$ cat config.mk
export PLATFORM = sky130hd
export DESIGN_NAME = uart_rx
export DESIGN_NICKNAME = d
export VERILOG_FILES = /design/src/rtl/uart_rx.sv
export SDC_FILE = /design/constraint.sdc
export NUM_CORES = 1
export LEC_CHECK = 0
export BUFFER_PORTS_ARGS = -buffer_cell sky130_fd_sc_hd__buf_2
export CAP_MARGIN = 15
export CORE_MARGIN = 2
export CORE_UTILIZATION = 55
export CTS_CLUSTER_SIZE = 24
export DETAILED_ROUTE_END_ITERATION = 16
export GPL_TIMING_DRIVEN = 1
export PLACE_DENSITY = 0.79
export SLEW_MARGIN = 10
export SYNTH_ARGS = -nofsm -noshare
export SYNTH_HDL_FRONTEND = slang
export SYNTH_SLANG_ARGS = --single-unit
export TNS_END_PERCENT = 20
$ cat constraint.sdc
create_clock -name clk -period 2.35 [get_ports clk]
set_input_delay 0.1175 -clock clk [delete_from_list [all_inputs] [get_ports clk]]
set_output_delay 0.1175 -clock clk [all_outputs]
set_load 0.01 [all_outputs]
$ cat src/rtl/uart_rx.sv
// uart_rx: 8N1 UART receiver with a one-byte holding register.
//
// Ports:
//   clk           system clock; all logic runs on the rising edge
//   rst           asynchronous active-low reset
//   rxd           serial input, asynchronous to clk, idles high
//   recieve_ack   consumer has taken word (sampled on the rising edge)
//   word          last delivered byte (LSB first on the line)
//   recieve_ready word holds an unacknowledged byte
//   frame_err     one-cycle pulse when the stop bit is sampled low
//   overrun       sticky: a byte was dropped while recieve_ready was set
//   busy          receiver is in any state other than IDLE
//
// rxd passes through a two-flop synchronizer. The start bit is re-checked
// at mid-bit, so every data and stop sample lands near the bit centre.
module uart_rx #(
    parameter int CLKS_PER_BIT = 5208,
    parameter int CNT_W        = 13
) (
    input  logic       clk,
    input  logic       rst,
    input  logic       rxd,
    input  logic       recieve_ack,
    output logic [7:0] word,
    output logic       recieve_ready,
    output logic       frame_err,
    output logic       overrun,
    output logic       busy
);

    localparam logic [CNT_W-1:0] HALF_M1 = CNT_W'(CLKS_PER_BIT / 2 - 1);
    localparam logic [CNT_W-1:0] FULL_M1 = CNT_W'(CLKS_PER_BIT - 1);

    typedef enum logic [2:0] {
        IDLE,
        START,
        DATA,
        STOP,
        BREAK
    } state_t;

    state_t           state;
    logic             sync1, rxd_s;
    logic [CNT_W-1:0] cnt;
    logic [2:0]       idx;
    logic [7:0]       shift;

    assign busy = (state != IDLE);

    // Synchronizer resets to 1 so that reset release never looks like a start bit.
    always_ff @(posedge clk or negedge rst) begin
        if (!rst) begin
            sync1 <= 1'b1;
            rxd_s <= 1'b1;
        end else begin
            sync1 <= rxd;
            rxd_s <= sync1;
        end
    end

    always_ff @(posedge clk or negedge rst) begin
        if (!rst) begin
            state         <= IDLE;
            cnt           <= '0;
            idx           <= '0;
            shift         <= '0;
            word          <= 8'h00;
            recieve_ready <= 1'b0;
            frame_err     <= 1'b0;
            overrun       <= 1'b0;
        end else begin
            frame_err <= 1'b0;

            // Acknowledge first; a same-edge delivery below overrides the clear.
            if (recieve_ack && recieve_ready) begin
                recieve_ready <= 1'b0;
                overrun       <= 1'b0;
            end

            case (state)
                IDLE: begin
                    if (!rxd_s) begin
                        state <= START;
                        cnt   <= '0;
                    end
                end

                START: begin
                    if (cnt == HALF_M1) begin
                        cnt <= '0;
                        idx <= '0;
                        // A line that is high again at mid-bit was only a glitch.
                        state <= rxd_s ? IDLE : DATA;
                    end else begin
                        cnt <= cnt + 1'b1;
                    end
                end

                DATA: begin
                    if (cnt == FULL_M1) begin
                        cnt   <= '0;
                        shift <= {rxd_s, shift[7:1]};
                        if (idx == 3'd7) state <= STOP;
                        else             idx   <= idx + 1'b1;
                    end else begin
                        cnt <= cnt + 1'b1;
                    end
                end

                STOP: begin
                    if (cnt == FULL_M1) begin
                        cnt <= '0;
                        if (rxd_s) begin
                            state <= IDLE;
                            if (!recieve_ready || recieve_ack) begin
                                word          <= shift;
                                recieve_ready <= 1'b1;
                            end else begin
                                overrun <= 1'b1;
                            end
                        end else begin
                            // Bad stop bit: drop the byte and wait out a held-low line.
                            frame_err <= 1'b1;
                            state     <= BREAK;
                        end
                    end else begin
                        cnt <= cnt + 1'b1;
                    end
                end

                BREAK: begin
                    if (rxd_s) state <= IDLE;
                end

                default: state <= IDLE;
            endcase
        end
    end

endmodule
==> results of run 1 <==
-- cell usage in the layout (no fill, tap or decap), types with 2 or more instances in the layout --
cell type	n
nor4b_1	2
nor2b_1	3
o21ai_0	2
nand2_1	12
nand3_1	11
nand4b_1	2
nor4bb_1	2
buf_2	15
clkinv_2	2
nor3_1	4
dfstp_2	2
dfrtp_1	38
a21o_1	4
inv_1	5
a22o_1	4
a31oi_1	5
a21oi_1	7
nor2_1	12
mux2_2	18
ha_1	3
mux2i_1	3
dlygate4sd3_1	2
clkbuf_8	5
buf_4	2
nand2b_1	4
and3_1	6
-- critical path, delay by kind of cell, from the launching register on --
family	cells	cell delay, ps
AOI/OAI and AO/OA	2	740
and+or+nand+nor	2	440
DFF	1	420
adders and majority gates	1	280
buffers and inverters	1	230
-- per-stage QoR --
step           setup slack [ps]  total power (W)  hold WS (ps)
3_3_place_gp                256         0.000722           224
4_1_cts                     135          0.00117          12.8
5_1_grt                    11.1          0.00121          24.7
6_report                    122          0.00117          17.5
2_1_floorplan               481         0.000707          -178
3_5_place_dp                130         0.000723           224
-- final cells by class --
cell class	instances	share of cell area, %
clock buffer	5	3.10
multi-input combinational	127	42.3
inverter	5	0.846
tap	48	2.71
clock inverter	3	0.846
timing repair buffer	19	4.96
sequential	40	45.2
-- worst max-delay path by stage --
stage / startpoint / end / slack [ps] / cells after the start
finish: cnt[0] / cnt[7] / 120 / 6
global route: cnt[0] / cnt[10] / 10 / 7
CTS: cnt[0] / cnt[7] / 140 / 6
detailed placement: cnt[0] / cnt[7] / 130 / 6
global placement: cnt[0] / cnt[7] / 260 / 6
floorplan: cnt[0] / cnt[3] / 480 / 7
-- per-layer routing --
metal | global-route usage, % | part of all wire (%) | up-vias
li1 | - | - | 696
met1 | 26.9 | 43 | 699
met2 | 33.2 | 50 | 45
met3 | 4.86 | 5.5 | 4
met4 | 8.78 | 0.90 | 0
met5 | 0 | 0 | -
-- power groups by stage --
stage          Clock (W)  Combinational [W]  Sequential [W]
2_1_floorplan          0         0.00000234        0.000705
3_3_place_gp           0          0.0000157        0.000707
3_5_place_dp           0          0.0000167        0.000707
4_1_cts         0.000462          0.0000192        0.000693
5_1_grt         0.000498          0.0000212        0.000694
6_report        0.000456          0.0000180        0.000693
-- logic make-up after synthesis --
kind of cell / after synthesis / share of synthesized area [%]
and+or+nand+nor: 72 / 22.5
buffers and inverters: 15 / 3.78
AOI/OAI and AO/OA: 30 / 10.2
DFF: 40 / 49.7
xor gates and xnor gates: 1 / 0.434
adders and majority gates: 3 / 1.86
muxes: 21 / 11.5
-- sequential cells by signal (all words and copies together) (netlist names) --
signal,cells
word,8
rxd_s,1
idx,3
overrun,1
state,3
cnt,13
frame_err,1
sync1,1
recieve_ready,1
shift,8
-- what timing repair did --
action,in CTS,in global routing
endpoints found under the setup margin,0,0
endpoints found under the hold margin,39,0
hold buffers,2,0
==> impl_metrics.yaml, run 1 <==
logic_synthesis:
  syn-cell-area_um2: 2020
  yosysMostFrequentCell: "dfrtp_1"
  avgSynthCellArea_um2: 11.1
  ys_async_sr_fraction_pct: 100
  synth-seq-cells: 40
  synth.area.top_cells: "dfrtp_1 47%, mux2_2 10%, nand3_1 2.7%"
  syn-num-nets: 189
  seq_area_frac_synth_pct: 49.7
  yosysWarnings: 0
  synth_flop_cell: "dfrtp_1"
  synth_top_cell_area_share_pct: 47.1
  synth_edf_count: 0
  synth_area_leader_cell: "dfrtp_1"
  ys_types: 48
  netlist_instances: 182
  ys_top_cells_by_count: "38 x dfrtp_1, 18 x mux2_2, 12 x nand2_1, 12 x nor2_1, 11 x nand3_1"
routing:
  drtAntennaViolNets: 0
  vias: 1444
  remaining_drc_errors: 0
  drt_first_pass_iters: 4
  drt_iter0_markers: 98
  routed_via_density: 5.85
  wl_mm: 3.87
  wl_per_cell_um: 15.7
sta:
  hold_viol: 0
  maxSlewHeadroom_pct: 43.0
  fmax_mhz: 449
  final.setup.tns_ps: 0
  skew_ps: 4.97
  drv_slew: 0
  rsz0062_at_grt: "false"
  worst_pin_slew_ps: 856
  setup_violations: 0
  post-route-period-util_pct: 94.8
  final.min_clock_period_ps: 2230
run:
  cap_violations: 0
floorplanning:
  io_pins: 16
  num_rows: 22
  die_area_um2: 4170
  die_h_um: 64.6
  die_w_um: 64.6
  initial_core_util_pct: 56.0
  coreArea_um2: 3610
clocking:
  cts_htree_levels: 2
  cts_tree: "done"
  cts_buffers: 5
  postCtsSetupBuffers: 0
  cts_root_buf: "clkbuf_8"
  clk_latency_ps: 300
  path_clk_slew_ps: 80
  clk_path_buf_depth: 2
  cts.sinks: 40
  post_cts_resized: 0
worst_setup_path:
  worstRegToRegCells: 6
  worst_path_largest_cell_delay_ps: 420
  worstSetupPathType: "register to register"
  crit_chain: "ha_1 > and4bb_1 > nand4_4 > a22o_1 > buf_4 > a221o_1"
  worstPathRequired_ps: 2540
  slowest_stage: "dfrtp_1"
  r2r_start: "cnt[0]"
  reg2reg_slack_ps: 120
  critPathLaunchType: "register"
  end_kind: "register"
  arrival_ps: 2410
  crit_fanout: 12
  timing.rr.end: "cnt[7]"
layout:
  drive_gt1_share_pct: 25.6
  fin_area_um2: 2220
  antenna_cells: 0
  multi_input_area_um2: 938
  finalNonFillerCells: 247
  fillers: 307
  syn2layout_area_growth_pct: 9.92
  num-nets-final: 205
  regArea_um2: 1000
  finalCoreUtilization_pct: 61.5
pwr:
  clkPwrFrac_pct: 39.1
  p_per_area_nw_per_um2: 526
  leakage_nw: 1.10
  pwr-share-seq_pct: 59.4
  peakVddDrop_v: 0.000285
  switching_share_pct: 22.7
  comb_power_share_pct: 1.5
  p_int_w: 0.000902
  p_sw_w: 0.000265
place:
  hpwlAfterDp_mm: 2.76
  place_area_um2: 2110
  dp.cells: 237
  port_buffers: 15
  globalplace.congestion: 0.874
global_route:
  grtUsageTotal_pct: 20.7
  first_global_vias: 1376
  grt_max_degree: 41
  grt_pass1_wl_mm: 6.50
  antenna_found_initial: 0
  grt_remaining_overflow: 0
run_status:
  status: "finished, final reports clean"
worst_hold_path:
  min_to: "overrun"
  hold_depth: 2
  holdCritPathClass: "input pin to register"
  holdCritStartpoint: "recieve_ack"
Power figures use the tool's default switching activity.
==> run 2: changes to the inputs <==
ABC_AREA = 1   (was unset)
==> run 2 against run 1 <==
Effect of this change: area after synthesis grew 0.81%; sequential power is essentially flat; cell area grew 3.5%; die area grew 0.76%; largest power group unchanged; highest routed layer unchanged.
==> impl_metrics.yaml, run 2 <==
routing:
  routed_via_density: 5.20
  wl_per_cell_um: 12.3
  remaining_drc_errors: 0
  vias: 1725
  drtAntennaViolNets: 0
  wl_mm: 4.08
  drt_iter0_markers: 105
  drt_first_pass_iters: 4
sta:
  skew_ps: 5.79
  fmax_mhz: 589
  rsz0062_at_grt: "false"
  maxSlewHeadroom_pct: 43.2
  drv_slew: 0
  worst_pin_slew_ps: 852
  post-route-period-util_pct: 72.2
  hold_viol: 0
  final.min_clock_period_ps: 1700
  final.setup.tns_ps: 0
  hold_ws_ps: 116
  setup_violations: 0
place:
  port_buffers: 15
  hpwlAfterDp_mm: 2.98
  dp.cells: 322
  globalplace.congestion: 0.857
worst_setup_path:
  critPathLaunchType: "register"
  arrival_ps: 1880
  critPathLaunch: "cnt[0]"
  cpMostUsedCell: "nand2_1"
  worst_path_largest_cell_delay_ps: 370
  crit_chain: "ha_1 > nand2_1 > nor2_2 > nand3_2 > nor3_4 > nand2_4 > nand2_1 > nand2_1"
  worstSetupPathType: "register to register"
  crit_fanout: 10
  slowest_stage: "dfrtp_1"
  worstRegToRegCells: 8
  r2r_start: "cnt[0]"
  worstSetupEndpoint: "word[4]"
  worst-path-buf-inv: 0
  worstPathRequired_ps: 2540
  crit_family: "simple AND/OR/NAND/NOR gates"
  timing.rr.end: "word[4]"
  reg2reg_slack_ps: 650
  end_kind: "register"
  crit_cells: 8
logic_synthesis:
  netlist_instances: 260
  ys_async_sr_fraction_pct: 100
  ys_types: 23
  synth_flop_cell: "dfrtp_1"
  synth-seq-cells: 40
  syn-num-nets: 267
  synth_area_leader_cell: "dfrtp_1"
  avgSynthCellArea_um2: 7.82
  ys_top_cells_by_count: "83 x nand2_1, 38 x dfrtp_1, 29 x nand3_1, 26 x nor2_1, 23 x inv_1"
  yosysMostFrequentCell: "nand2_1"
  synth.area.top_cells: "dfrtp_1 47%, nand2_1 15%, nand3_1 7.1%"
  seq_area_frac_synth_pct: 49.3
  yosysWarnings: 0
  synth_edf_count: 0
  syn-cell-area_um2: 2030
  synth_top_cell_area_share_pct: 46.7
clocking:
  post_cts_resized: 0
  cts_htree_levels: 2
  clk_path_buf_depth: 2
  cts_buffers: 5
  cts_root_buf: "clkbuf_8"
  postCtsSetupBuffers: 0
  cts.sinks: 40
  clk_latency_ps: 290
  cts_hold_buf: 2
  path_clk_slew_ps: 80
  cts_tree: "done"
layout:
  fillers: 319
  regArea_um2: 1000
  finalCoreUtilization_pct: 63.7
  reg_top3: "cnt: 13 flops, shift: 8 flops, word: 8 flops"
  drive_gt1_share_pct: 15.8
  largest_register_ffs: 13
  regMostFlops: "cnt"
  num-nets-final: 290
  multi_input_area_um2: 917
  antenna_cells: 0
  finalNonFillerCells: 332
  syn2layout_area_growth_pct: 12.9
  layout_common_cells: "83 x nand2_1, 38 x dfrtp_1, 29 x nand3_1, 26 x nor2_1, 23 x inv_1"
  final_common_cell: "nand2_1"
floorplanning:
  die_area_um2: 4200
  die_w_um: 64.8
  initial_core_util_pct: 56.4
  coreArea_um2: 3610
  num_rows: 22
  die_h_um: 64.8
  io_pins: 16
pwr:
  fin_total_pwr_w: 0.00127
  p_per_area_nw_per_um2: 555
  leakage_nw: 1.17
  peakVddDrop_v: 0.000322
global_route:
  grtUsageTotal_pct: 22.6
  grt_pass1_wl_mm: 7.29
  grt_remaining_overflow: 0
  first_global_vias: 1663
  antenna_found_initial: 0
  grt_max_degree: 41
run:
  cap_violations: 0
worst_hold_path:
  holdCritPathClass: "input pin to register"
run_status:
  status: "finished, final reports clean"
==> run 2: through the flow <==
| stage | area (um2) | setup WS [ps] |
|---|---|---|
| after floorplan | 2030 | 880 |
| after global placement | 2160 | 696 |
| after detailed placement | 2160 | 627 |
| after CTS | 2300 | 635 |
| after global routing | 2300 | 457 |
| final | 2300 | 653 |
==> run 2: layer usage <==
metal	share of wire, %	global-route usage [%]
met1	46	30.4
met2	47	34.9
met3	5.2	5.21
met4	2.4	10.1
met5	0	0
==> run 2: worst min path at each step <==
| stage | from | end | slack (ps) | cells after the start |
|---|---|---|---|---|
| after floorplan | rst | cnt[0] | -180 | 0 |
| after global placement | rxd | sync1 | 220 | 1 |
| after detailed placement | rxd | sync1 | 220 | 1 |
| after CTS | recieve_ack | overrun | 110 | 3 |
| after global routing | recieve_ack | overrun | 120 | 3 |
| final | recieve_ack | overrun | 120 | 3 |
==> run 2: final cells by class <==
class	count	area share (%)
Clock buffer	5	3.00
Clock inverter	3	1.85
Inverter	29	4.74
Multi-Input combinational cell	190	39.9
Sequential cell	40	43.7
Tap cell	48	2.62
Timing Repair Buffer	17	4.14
==> run 2: power by group <==
group,switching [W],leakage [nW],total [W],internal (W)
Sequential,0.00000228,0.534,0.000695,0.000693
Combinational,0.0000179,0.585,0.0000240,0.00000612
Clock,0.000240,0.0541,0.000554,0.000314
Total,0.000261,1.17,0.00127,0.00101
==> run 2: worst reg2reg max path: stages, from the launching register on <==
cell and delay [ps]:
dfrtp_1 370, ha_1 270, nand2_1 90, nor2_2 90, nand3_2 120, nor3_4 360
nand2_4 140, nand2_1 90, nand2_1 60
==> run 2: logic make-up after synthesis <==
kind of cell / share of synthesized area [%]
DFF: 49.3
AOI/OAI and AO/OA: 4.55
and+or+nand+nor: 35.7
adders and majority gates: 1.85
xor gates and xnor gates: 3.01
buffers and inverters: 5.60
